==> src/rtl/countdown_sprite_ctrl_if.sv <==
// Bus bundle between the VGA timing/ROM side (master) and the countdown
// sprite controller (slave).
//
// Transfer rule: the stream has no backpressure. Every clock the master
// presents one pixel coordinate (i_x, i_y, i_active). Exactly three clocks
// later the slave presents the matching o_pix, and o_pix_en qualifies it.
// o_pix_en=1 means "draw o_pix"; o_pix_en=0 means o_pix is don't-care.
// i_romdata must be the ROM word for the o_numberaddr of the previous clock.
// o_state is a debug view of the sequencer: 0 IDLE, 1 SHOW3, 2 SHOW2,
// 3 SHOW1, 4 DONE.
interface countdown_sprite_ctrl_if;
    logic [9:0] i_x;
    logic [9:0] i_y;
    logic       i_active;
    logic       i_frame_tick;
    logic       i_start;
    logic [7:0] i_romdata;
    logic [9:0] o_numberaddr;
    logic [1:0] o_digit;
    logic [7:0] o_pix;
    logic       o_pix_en;
    logic       o_busy;
    logic       o_done;
    logic [2:0] o_state;

    modport master (
        output i_x, i_y, i_active, i_frame_tick, i_start, i_romdata,
        input  o_numberaddr, o_digit, o_pix, o_pix_en, o_busy, o_done, o_state
    );

    modport slave (
        input  i_x, i_y, i_active, i_frame_tick, i_start, i_romdata,
        output o_numberaddr, o_digit, o_pix, o_pix_en, o_busy, o_done, o_state
    );
endinterface

==> src/rtl/countdown_sprite_ctrl.sv <==
// Pre-game countdown overlay: shows digits 3, 2, 1 for FRAMES_PER_DIGIT
// frames each, generates the 20x20 digit-ROM address for pixels inside the
// sprite window and re-aligns the registered ROM word into a pixel stream.
// The window corner must keep X0+19 and Y0+19 within 10 bits.
module countdown_sprite_ctrl #(
    parameter int unsigned X0               = 310,
    parameter int unsigned Y0               = 230,
    parameter int unsigned FRAMES_PER_DIGIT = 60,
    parameter logic [7:0]  KEY              = 8'h00
) (
    input  logic                   i_clk2,
    input  logic                   i_rst,
    countdown_sprite_ctrl_if.slave bus
);
    localparam int unsigned CW     = $clog2(FRAMES_PER_DIGIT + 1);
    localparam logic [9:0]  X0_V   = 10'(X0);
    localparam logic [9:0]  Y0_V   = 10'(Y0);
    localparam logic [9:0]  SPR_SZ = 10'd20;
    localparam logic [CW-1:0] LAST = CW'(FRAMES_PER_DIGIT - 1);

    typedef enum logic [2:0] {
        ST_IDLE  = 3'd0,
        ST_SHOW3 = 3'd1,
        ST_SHOW2 = 3'd2,
        ST_SHOW1 = 3'd3,
        ST_DONE  = 3'd4
    } state_t;

    state_t        state_q;
    logic [CW-1:0] cnt_q;
    logic [1:0]    digit_q;
    logic          busy_q;
    logic          done_q;

    logic [9:0] col_d;
    logic [9:0] row_d;
    logic       show_d;
    logic       hit_d;
    logic [9:0] addr_d;

    logic [9:0] addr_q;
    logic       hit1_q;
    logic       hit2_q;
    logic [7:0] pix_q;
    logic       pix_en_q;

    // Stage 0: window hit test and row*20+col address. Unsigned 10-bit
    // subtraction makes coordinates left of / above the window wrap high.
    always_comb begin
        col_d  = bus.i_x - X0_V;
        row_d  = bus.i_y - Y0_V;
        show_d = (state_q == ST_SHOW3) || (state_q == ST_SHOW2) ||
                 (state_q == ST_SHOW1);
        hit_d  = show_d && bus.i_active && (col_d < SPR_SZ) && (row_d < SPR_SZ);
        addr_d = '0;
        if (hit_d) begin
            addr_d = (row_d << 4) + (row_d << 2) + col_d;
        end
    end

    // Sequencer: digit advances only on frame ticks, which arrive in blanking,
    // so a digit never changes mid-frame.
    always_ff @(posedge i_clk2) begin
        if (i_rst) begin
            state_q <= ST_IDLE;
            cnt_q   <= '0;
            digit_q <= 2'd0;
            busy_q  <= 1'b0;
            done_q  <= 1'b0;
        end else begin
            done_q <= 1'b0;
            case (state_q)
                ST_IDLE: begin
                    if (bus.i_start) begin
                        state_q <= ST_SHOW3;
                        cnt_q   <= '0;
                        digit_q <= 2'd3;
                        busy_q  <= 1'b1;
                    end
                end
                ST_SHOW3, ST_SHOW2, ST_SHOW1: begin
                    if (bus.i_frame_tick) begin
                        if (cnt_q == LAST) begin
                            cnt_q <= '0;
                            case (state_q)
                                ST_SHOW3: begin
                                    state_q <= ST_SHOW2;
                                    digit_q <= 2'd2;
                                end
                                ST_SHOW2: begin
                                    state_q <= ST_SHOW1;
                                    digit_q <= 2'd1;
                                end
                                default: begin
                                    state_q <= ST_DONE;
                                    digit_q <= 2'd0;
                                    busy_q  <= 1'b0;
                                    done_q  <= 1'b1;
                                end
                            endcase
                        end else begin
                            cnt_q <= cnt_q + 1'b1;
                        end
                    end
                end
                ST_DONE: begin
                    state_q <= ST_IDLE;
                end
                default: begin
                    state_q <= ST_IDLE;
                    cnt_q   <= '0;
                    digit_q <= 2'd0;
                    busy_q  <= 1'b0;
                end
            endcase
        end
    end

    // Pixel pipeline: hit flag rides two stages beside the ROM read so it
    // lines up with i_romdata; transparent KEY pixels are never enabled.
    always_ff @(posedge i_clk2) begin
        if (i_rst) begin
            addr_q   <= '0;
            hit1_q   <= 1'b0;
            hit2_q   <= 1'b0;
            pix_q    <= '0;
            pix_en_q <= 1'b0;
        end else begin
            addr_q   <= addr_d;
            hit1_q   <= hit_d;
            hit2_q   <= hit1_q;
            pix_q    <= bus.i_romdata;
            pix_en_q <= hit2_q && (bus.i_romdata != KEY);
        end
    end

    assign bus.o_numberaddr = addr_q;
    assign bus.o_digit      = digit_q;
    assign bus.o_pix        = pix_q;
    assign bus.o_pix_en     = pix_en_q;
    assign bus.o_busy       = busy_q;
    assign bus.o_done       = done_q;
    assign bus.o_state      = state_q;
endmodule
==> src/flat_wrapper.sv <==
// flat-port wrapper written by rule: the top's interface ports become plain ports
module countdown_sprite_ctrl_flat 
#(
    parameter int unsigned X0               = 310,
    parameter int unsigned Y0               = 230,
    parameter int unsigned FRAMES_PER_DIGIT = 60,
    parameter logic [7:0]  KEY              = 8'h00
)
  (i_clk2, i_rst, bus_i_x, bus_i_y, bus_i_active, bus_i_frame_tick, bus_i_start, bus_i_romdata, bus_o_numberaddr, bus_o_digit, bus_o_pix, bus_o_pix_en, bus_o_busy, bus_o_done, bus_o_state);
  countdown_sprite_ctrl_if bus_i ();
  input  logic i_clk2;
  input  logic i_rst;
  input wire logic [$bits(bus_i.i_x)-1:0] bus_i_x;
  input wire logic [$bits(bus_i.i_y)-1:0] bus_i_y;
  input wire logic [$bits(bus_i.i_active)-1:0] bus_i_active;
  input wire logic [$bits(bus_i.i_frame_tick)-1:0] bus_i_frame_tick;
  input wire logic [$bits(bus_i.i_start)-1:0] bus_i_start;
  input wire logic [$bits(bus_i.i_romdata)-1:0] bus_i_romdata;
  output wire logic [$bits(bus_i.o_numberaddr)-1:0] bus_o_numberaddr;
  output wire logic [$bits(bus_i.o_digit)-1:0] bus_o_digit;
  output wire logic [$bits(bus_i.o_pix)-1:0] bus_o_pix;
  output wire logic [$bits(bus_i.o_pix_en)-1:0] bus_o_pix_en;
  output wire logic [$bits(bus_i.o_busy)-1:0] bus_o_busy;
  output wire logic [$bits(bus_i.o_done)-1:0] bus_o_done;
  output wire logic [$bits(bus_i.o_state)-1:0] bus_o_state;
  assign bus_i.i_x = bus_i_x;
  assign bus_i.i_y = bus_i_y;
  assign bus_i.i_active = bus_i_active;
  assign bus_i.i_frame_tick = bus_i_frame_tick;
  assign bus_i.i_start = bus_i_start;
  assign bus_i.i_romdata = bus_i_romdata;
  assign bus_o_numberaddr = bus_i.o_numberaddr;
  assign bus_o_digit = bus_i.o_digit;
  assign bus_o_pix = bus_i.o_pix;
  assign bus_o_pix_en = bus_i.o_pix_en;
  assign bus_o_busy = bus_i.o_busy;
  assign bus_o_done = bus_i.o_done;
  assign bus_o_state = bus_i.o_state;
  countdown_sprite_ctrl #(.X0(X0), .Y0(Y0), .FRAMES_PER_DIGIT(FRAMES_PER_DIGIT), .KEY(KEY)) u_core (.i_clk2(i_clk2), .i_rst(i_rst), .bus(bus_i));
endmodule
==> config.mk <==
export PLATFORM = sky130hd
export DESIGN_NAME = countdown_sprite_ctrl_flat
export DESIGN_NICKNAME = d
export VERILOG_FILES = /design/src/rtl/countdown_sprite_ctrl_if.sv /design/src/rtl/countdown_sprite_ctrl.sv /design/src/flat_wrapper.sv
export SDC_FILE = /design/constraint.sdc
export NUM_CORES = 1
export LEC_CHECK = 0
export ABC_CLOCK_PERIOD_IN_PS = 2900
export BUFFER_PORTS_ARGS = -buffer_cell sky130_fd_sc_hd__buf_2
export CORE_ASPECT_RATIO = 0.7
export CORE_MARGIN = 1.5
export CORE_UTILIZATION = 50
export CTS_CLUSTER_SIZE = 28
export DETAILED_ROUTE_END_ITERATION = 16
export GPL_ROUTABILITY_DRIVEN = 0
export PLACE_DENSITY = 0.8
export SLEW_MARGIN = 10
export SYNTH_ARGS = -nofsm -noshare
export SYNTH_HDL_FRONTEND = slang
export SYNTH_SLANG_ARGS = --single-unit
==> constraint.sdc <==
create_clock -name i_clk2 -period 2.9 [get_ports i_clk2]
set_input_delay 0.29 -clock i_clk2 [delete_from_list [all_inputs] [get_ports i_clk2]]
set_output_delay 0.29 -clock i_clk2 [all_outputs]
set_load 0.005 [all_outputs]
After elaboration in Yosys (flattened, before gate mapping)
Cells that the tools add are included.
{ "op_classes": {"addsub": 5, "n_lt_le_gt_ge": 2, "eq_ne": 9, "muxes": 20, "bitwise_logic": 5, "reduce_logical": 16} }
{ "op_table": {"columns": ["operator", "count"], "rows": [
  ["$add A10 B10 Y10", 2],
  ["$lt A10 B5 Y1 const B", 2],
  ["$mux W6", 3],
  ["$pmux W6 S3", 1],
  ["$pmux W3 S2", 2],
  ["$sub A10 B8 Y10 const B", 1],
  ["$sub A10 B9 Y10 const B", 1],
  ["$mux W3", 3],
  ["$reduce_bool A8 Y1", 1],
  ["$add A6 B1 Y6 const B", 1],
  ["$eq A3 B2 Y1 const B", 2],
  ["$eq A6 B6 Y1 const B", 1],
  ["$mux W2", 3],
  ["$ne A2 B2 Y1 const B", 3],
  ["$pmux W2 S3", 1],
  ["$reduce_and A3 Y1", 2],
  ["$mux W1", 5],
  ["$not A1 Y1", 5],
  ["$reduce_and A5 Y1", 1],
  ["$logic_and A1 B1 Y1", 4],
  ["$pmux W2 S2", 1],
  ["$reduce_and A4 Y1", 1],
  ["$reduce_or A2 Y1", 2],
  ["$reduce_or A4 Y1", 1],
  ["other kinds (7)", 8]
]} }
{ "word_totals": {"regBits": 34, "in_bits": 33, "output_inout_bits": 26, "elab_cells": 67} }

Depth between registers and ports, before layout
Gate-level depths: netlist of run 1.
{ "logic_depth": {"ltp_word": 8, "ltp_mapped": 12, "ltp_nobuf": 12} }

Worst setup path before layout of run 1
No wires, ideal clock.
{ "synth_path": {"kind": "input to register", "start": "input bus_i_x[1]", "end": "register u_core.addr_q[9] (netlist: u_core.bus.o_numberaddr[9])", "setup_time_ns": 0.120, "arrival_ns": 2.417, "required_ns": 2.780, "path_slack_ns": 0.363, "path_stages": 11, "n_path_buf": 0, "cell_sequence": "ha_1 > o21ai_0 > xnor2_1 > fa_1 > ha_1 > nor2b_1 > nor3_1 > o21bai_1 > a21oi_1 > xnor2_1 > a21oi_2"} }
{ "synth_between": {"elab_chain_len": 6, "elab_cells_between_ends": 7, "cone_classes": "add/sub: 2; order compare: 1; bitwise: 1; reduce/logical: 3"} }
{ "synth_lines": {"columns": ["element", "line", "source"], "rows": [
  ["start: declaration", "flat_wrapper.sv:13", "input wire logic [$bits(bus_i.i_x)-1:0] bus_i_x;"],
  ["$sub A10 B9 Y10 (*)", "countdown_sprite_ctrl.sv:50", "col_d = bus.i_x - X0_V;"],
  ["$lt A10 B5 Y1", "countdown_sprite_ctrl.sv:54", "hit_d = show_d && bus.i_active && (col_d < SPR_SZ) && (row_d < SPR_SZ);"],
  ["$logic_and A1 B1 Y1 (2 in series)", "countdown_sprite_ctrl.sv:54", null],
  ["$not A1 Y1 (no line)", null, null],
  ["$reduce_or A2 Y1 (no line)", null, null],
  ["end signal: assignment", "countdown_sprite_ctrl.sv:129", "addr_q <= addr_d;"],
  ["end: declaration", "countdown_sprite_ctrl.sv:41", "logic [9:0] addr_q;"]
]} }
Mark *: on every way between the ends. The rest lies on a longest branch, timed or not.
A chain may end at the register's enable or synchronous reset.

Worst setup path after layout of run 1
Ends and elaborated chain as after synthesis.

==> qor.txt, run 1 <==
run status -> completed
final number of max-transition violations -> 0
average wire per cell in the routed design -> 11.82 um
initial standard-cell utilization of the core -> 0.5335
worst skew pair latency -> 0.28 ns
post-synthesis cell count -> 216
unrepaired setup endpoints after global routing -> false
Hold Path Origin -> bus_i_x[1]
type of element launching the critical path -> primary input
leading cell type in the layout, fill and taps excluded -> buf_2
transition time at the pin with the least slew margin -> 0.4574 ns
launching point of the worst reg2reg path -> u_core.bus.o_state[1]
number of antenna violations at the first check in global routing -> 0
first-pass GRT wire length -> 6265 um
htree depth -> 2
worst r2r path cells -> 7
area grow syn2layout -> 23.31%
mean number of vias per cell -> 4.967
total of hold buffers inserted after clock tree synthesis -> 0
count of different cell masters after synthesis -> 35
total grt overflow -> 0
top cell type's share of synthesized area -> 0.3563
final setup skew -> 0.005763 ns
Synthesized Nets -> 266
data arrival time of the worst path -> 2.68 ns
gate family responsible for the most delay along the worst path -> adder cells
maximum number of pins on one net before global-route repair -> 17
clock transition time at the flip-flop clock pins of the worst setup and hold paths -> 0.06 ns
setup slack of the most critical reg-to-reg path -> 0.63 ns
count of cells resized by post-cts repair -> 0
area leader, netlist -> dfxtp_1
routed metal-1 wirelength -> 1906 um
fraction of final layout cells with drive strength greater than 1 -> 0.2598
die height -> 54.72 um
Vias -> 1644
EDFF count, synth -> 0
highest signal layer in the routed design -> met4
DR DRC count -> 0
Hold Path Stages -> 2
# diodes -> 0
yosys warns -> 0
portion of the clock cycle consumed by the worst path in the final layout -> 0.8687
clock tree from TritonCTS -> built
count of nets after finishing -> 332
most frequent cells in the layout -> 58 x buf_2, 34 x dfxtp_1, 27 x nor2_1
Port-buffer cells -> 58
endpoints failing setup -> 0
master of the slowest instance on the critical path -> fa_1
met2 layer wire length in the routed design -> 1735 um
clock sink count -> 34
routed wire length -> 3913 um
maximum buffer depth of the clock tree -> 2
I/O pin cnt -> 59
min cycle time layout -> 2.519 ns
end of the worst register-to-register path -> u_core.bus.o_numberaddr[7]
placed inst area -> 2273 sq um
total global-route track usage -> 0.1943
type of the tightest min-delay check -> primary input to flip-flop
Cell Area, Synth -> 1911 sq um
Antenna Nets Post-Route -> 0
sequential-to-total area share from yosys stat -> 0.3563
leakage dissipation -> 1.135 nW
post-synthesis sequential element count -> 34
delay of the slowest critical-path stage -> 0.46 ns
number of buffers created by CTS -> 5
power consumption -> 0.001171 W
share of flip-flops with an asynchronous set or reset -> 0
Setup CP Type -> primary input to flip-flop
Relative slew margins -> 0.6929
Floorplan Core Area -> 3581 sq um
kind of end point of the critical path -> flip-flop
Top FF cell, synth -> dfxtp_1
hold violation total from the final report -> 0
Fin Hold WS -> 0.2096 ns
power density over the cells -> 496.9 nW/um^2
worst vdd ir -> 0.2415 mV
critical path data required time -> 3.06 ns
highest achievable clock rate -> 396.9 MHz
vias in the first global route -> 1451
buffering stage count on the worst path with inverters included -> 1
Setup TNS Final -> 0 ns
chain of cells forming the critical path -> buf_2, ha_1, o21ai_0, xnor2_1, fa_1, ha_1, nor2b_1, nor3_1, o21bai_1, a21oi_1, xnor2_1, a21oi_2
hold-critical path endpoint -> u_core.bus.o_numberaddr[1]
Post-CTS Repair Setup Buffers -> 0
count of cell instances traversed by the critical path -> 12
maximum net fanout on the critical path -> 4
max capacitance violation total -> 0
placement row count -> 18
cell types occupying the most area after synthesis -> dfxtp_1 36%, ha_1 8.5%, xnor2_1 7.3%
overall die width -> 76.89 um
DRC violation total after the first TritonRoute iteration -> 46
placed wire-length estimate after detailed placement -> 3068 um
number of detailed-route iterations in the first pass -> 4
clk root buf -> clkbuf_8
routed length on met3 -> 169 um
total die area -> 4207 sq um
mean instance size in the synthesized netlist -> 8.845 sq um
final std cell area, no fill -> 2356 sq um
## per-layer routing
layer  track usage  vias to the layer above
li1              -                      861
met1        0.2404                      736
met2        0.3215                       36
met3       0.04500                       11
met4        0.1111                        0
met5             0                        -
## cells by family (layout without fill, tap and decap cells)
kind of cell | Yosys count | count (layout) | synth area share
xor gates and xnor gates | 27 | 27 | 0.1238
DFF | 34 | 34 | 0.3563
AOI/OAI and AO/OA | 37 | 37 | 0.1231
buffers and inverters | 18 | 83 | 0.03994
and+or+nand+nor | 81 | 81 | 0.2194
adders and majority gates | 17 | 17 | 0.1271
muxes | 2 | 2 | 0.01048
## synth_stat cells (all sizes together) (3+ instances only)
master,number
a21oi,11
and3,3
dfxtp,34
fa,4
ha,13
inv,15
nand2,11
nand2b,5
nand3,3
nand4,4
nor2,27
nor2b,15
nor3,6
nor4,3
o21ai,10
o21bai,4
o31ai,3
xnor2,16
xor2,11
## worst max-delay path by stage
stage,from,end,slack [ns]
3_5_place_dp,bus_i_y[1],u_core.bus.o_numberaddr[8],0.09
2_1_floorplan,bus_i_x[1],u_core.bus.o_numberaddr[9],0.36
4_1_cts,bus_i_y[1],u_core.bus.o_numberaddr[8],0.39
3_3_place_gp,bus_i_y[1],u_core.bus.o_numberaddr[8],0.12
5_1_grt,bus_i_x[1],u_core.bus.o_numberaddr[9],0.18
6_report,bus_i_x[1],u_core.bus.o_numberaddr[9],0.38
## power breakdown
part | total [W] | leakage [nW] | internal (W) | switching (W)
Combinational | 0.000350 | 0.814 | 0.000162 | 0.000188
Clock | 0.000335 | 0.0431 | 0.000183 | 0.000152
Sequential | 0.000485 | 0.277 | 0.000479 | 0.00000608
Total | 0.00117 | 1.13 | 0.000824 | 0.000347
## cell type report
type                    count  area, sq um
multi-input cells         164         1154
inverters                  15        56.30
clock buffers               6        82.58
well taps                  50        62.56
repair buffers             62        320.3
flip-flops and latches     34        680.7
fillers                   308         1225
## through the flow
stage / worst slack, ns / cells / utilization
global route: 0.1758 / 331 / 0.6579
global placement: 0.1161 / 325 / 0.6349
CTS: 0.3867 / 331 / 0.6579
finish: 0.3807 / 331 / 0.6579
floorplan: 0.3634 / 216 / -
detailed placement: 0.09139 / 325 / 0.6349
## registers in the layout, summed over array words and instances (netlist names)
name	cells
u_core.bus.o_numberaddr	10
u_core.bus.o_pix	8
u_core.cnt_q	6
u_core.bus.o_state	3
u_core.bus.o_digit	2
u_core.bus.o_busy	1
u_core.bus.o_done	1
u_core.bus.o_pix_en	1
u_core.hit1_q	1
u_core.hit2_q	1
Power figures use the tool's default switching activity.
==> run 2, diff against run 1 <==
Settings changed: ABC_AREA from default to 1, PLACE_DENSITY 0.8 to 0.78.
==> run 2 against run 1 <==
Effect of this change:
- utilization shrank 3.7 points
- clock-buffer cell count up 1
- synthesized area up 19%
- register-to-register slack improved by 0.62 ns
- routed wire length increased by 21%
- cell count up 35%
- largest cell class unchanged
- setup slack better by 0.19 ns
- combinational power rose by 59%
- clock skew is 0.0037 ns lower
- hold slack got worse by 0.012 ns
- final area rose by 15%
==> qor.txt, run 2 <==
run status -> completed
endpoints failing setup -> 0
power density over the cells -> 535.7 nW/um^2
die height -> 59.51 um
setup slack of the most critical reg-to-reg path -> 1.25 ns
most frequent cells in the layout -> 75 x nand2_1, 58 x buf_2, 53 x inv_1
Setup TNS Final -> 0 ns
placement row count -> 20
final setup skew -> 0.002108 ns
count of nets after finishing -> 440
buffering stage count on the worst path with inverters included -> 3
fraction of final layout cells with drive strength greater than 1 -> 0.2916
master of the slowest instance on the critical path -> fa_1
commonest cells in the synthesized netlist -> 75 x nand2_1, 53 x inv_1, 34 x dfxtp_1
Relative slew margins -> 0.7496
share of flip-flops with an asynchronous set or reset -> 0
Top FF cell, synth -> dfxtp_1
Hold Path Origin -> bus_i_x[1]
post-synthesis sequential element count -> 34
area grow syn2layout -> 18.60%
highest achievable clock rate -> 429.4 MHz
cell seen most often among critical-path stages -> nand2_1
Port-buffer cells -> 58
max capacitance violation total -> 0
maximum number of pins on one net before global-route repair -> 19
min cycle time layout -> 2.329 ns
unrepaired setup endpoints after global routing -> false
data arrival time of the worst path -> 2.50 ns
gate family responsible for the most delay along the worst path -> adder cells
clock transition time at the flip-flop clock pins of the worst setup and hold paths -> 0.07 ns
end of the worst register-to-register path -> u_core.bus.o_numberaddr[8]
final core area utilization -> 0.6213
count of cell instances traversed by the critical path -> 14
routing usage on met1 -> 0.2873
kind of end point of the critical path -> flip-flop
mean number of vias per cell -> 4.832
total grt overflow -> 0
vias in the first global route -> 1807
critical path data required time -> 3.07 ns
Cell Area, Synth -> 2281 sq um
average wire per cell in the routed design -> 10.60 um
final std cell area, no fill -> 2705 sq um
hold violation total from the final report -> 0
worst skew pair latency -> 0.28 ns
total die area -> 4982 sq um
Antenna Nets Post-Route -> 0
layer carrying the most global-route usage -> met2
placed inst area -> 2614 sq um
type of element launching the critical path -> primary input
worst r2r path cells -> 9
type of the tightest min-delay check -> primary input to flip-flop
maximum buffer depth of the clock tree -> 2
final number of max-transition violations -> 0
mean instance size in the synthesized netlist -> 6.954 sq um
hold-critical path endpoint -> u_core.bus.o_numberaddr[1]
clock sink count -> 34
clk root buf -> clkbuf_8
launching point of the worst reg2reg path -> u_core.bus.o_state[2]
met3 GRT Util -> 0.04178
placed wire-length estimate after detailed placement -> 3895 um
overall die width -> 83.73 um
chain of cells forming the critical path -> buf_2, ha_1, inv_2, nand2_4, nand2_1, nand2_1, nand2_1, inv_1, fa_1, ha_1, a21o_1, a31oi_1, xor2_1, nor2_2
top cell type's share of synthesized area -> 0.2984
leading cell type in the layout, fill and taps excluded -> nand2_1
number of buffers created by CTS -> 5
routed wire length -> 4726 um
number of detailed-route iterations in the first pass -> 4
Hold Path Stages -> 2
Vias -> 2155
number of antenna violations at the first check in global routing -> 0
cell types occupying the most area after synthesis -> dfxtp_1 30%, nand2_1 12%, inv_1 8.7%
number of flip-flops in the largest register -> 10
Synthesized Nets -> 378
DRC violation total after the first TritonRoute iteration -> 142
clock tree from TritonCTS -> built
DR DRC count -> 0
count of cells resized by post-cts repair -> 0
portion of the clock cycle consumed by the worst path in the final layout -> 0.8030
delay of the slowest critical-path stage -> 0.43 ns
htree depth -> 2
I/O pin cnt -> 59
total of hold buffers inserted after clock tree synthesis -> 0
maximum net fanout on the critical path -> 6
leading cell type by number of instances after synthesis -> nand2_1
Post-CTS Repair Setup Buffers -> 0
count of different cell masters after synthesis -> 29
area leader, netlist -> dfxtp_1
leakage dissipation -> 1.522 nW
total global-route track usage -> 0.2010
Floorplan Core Area -> 4354 sq um
met2 demand-to-capacity share in global routing -> 0.3007
final-layout fill cell count -> 391
sequential-to-total area share from yosys stat -> 0.2984
initial standard-cell utilization of the core -> 0.5239
worst vdd ir -> 0.3481 mV
transition time at the pin with the least slew margin -> 0.3752 ns
yosys warns -> 0
post-synthesis cell count -> 328
# diodes -> 0
first-pass GRT wire length -> 7914 um
Setup CP Type -> primary input to flip-flop
EDFF count, synth -> 0
run 2: cell types whose count changed after synthesis, moves of 5 or more:
cell	change
xnor2_1	-16
o21ai_0	-5
nand3_2	+5
nand3_1	+23
nand2_1	+64
nor2_2	+13
nand2b_1	-5
inv_1	+38
nor2b_1	-15
nand4_1	+6
nand2_2	+15
inv_2	+7
run 2: metal layers:
metal	share of wire	up-vias
met3	0.047	8
met2	0.41	49
met4	0.015	0
li1	-	1149
met5	0	-
met1	0.53	949
run 2: cells by family (layout without fill, tap and decap cells):
logic type	count (synthesis)	count (layout)	share of synthesized area
flops	34	34	0.2984
simple gates	183	183	0.3977
buf+inv	65	128	0.1146
xor+xnor	8	8	0.03072
compound gates	21	21	0.05211
fa+ha+maj	17	17	0.1064
run 2: power by group:
part,internal (W),total (W),switching [W]
combinational,0.000209,0.000558,0.000349
sequential,0.000505,0.000539,0.0000333
clock,0.000191,0.000352,0.000161
run 2: metrics by stage:
step	cells	total power, W	hold slack [ns]	setup WS (ns)
2_1_floorplan	328	0.0009576	0.3569	0.5844
3_3_place_gp	438	0.001092	0.3929	0.3586
3_5_place_dp	438	0.001101	0.4003	0.2755
4_1_cts	446	0.001456	0.1935	0.5832
5_1_grt	446	0.001560	0.1949	0.3646
6_report	446	0.001449	0.1978	0.5712
run 2: worst max-delay path by stage:
stage,from,end,slack (ns)
floorplan,bus_i_x[1],u_core.bus.o_numberaddr[6],0.58
global placement,bus_i_y[1],u_core.bus.o_numberaddr[6],0.36
detailed placement,bus_i_x[1],u_core.bus.o_numberaddr[6],0.28
CTS,bus_i_x[1],u_core.bus.o_numberaddr[6],0.58
global route,bus_i_y[1],u_core.bus.o_numberaddr[9],0.36
finish,bus_i_x[1],u_core.bus.o_numberaddr[6],0.57
run 2: layout make-up:
class                      count  area, sq um  share of cell area
clock buffer                   7        86.33             0.03191
clock inverter                 1        5.005            0.001850
inverter                      62        235.2             0.08696
multi-input combinational    229         1339              0.4949
sequential                    34        680.7              0.2516
tap                           55        68.82             0.02544
timing repair buffer          58        290.3              0.1073
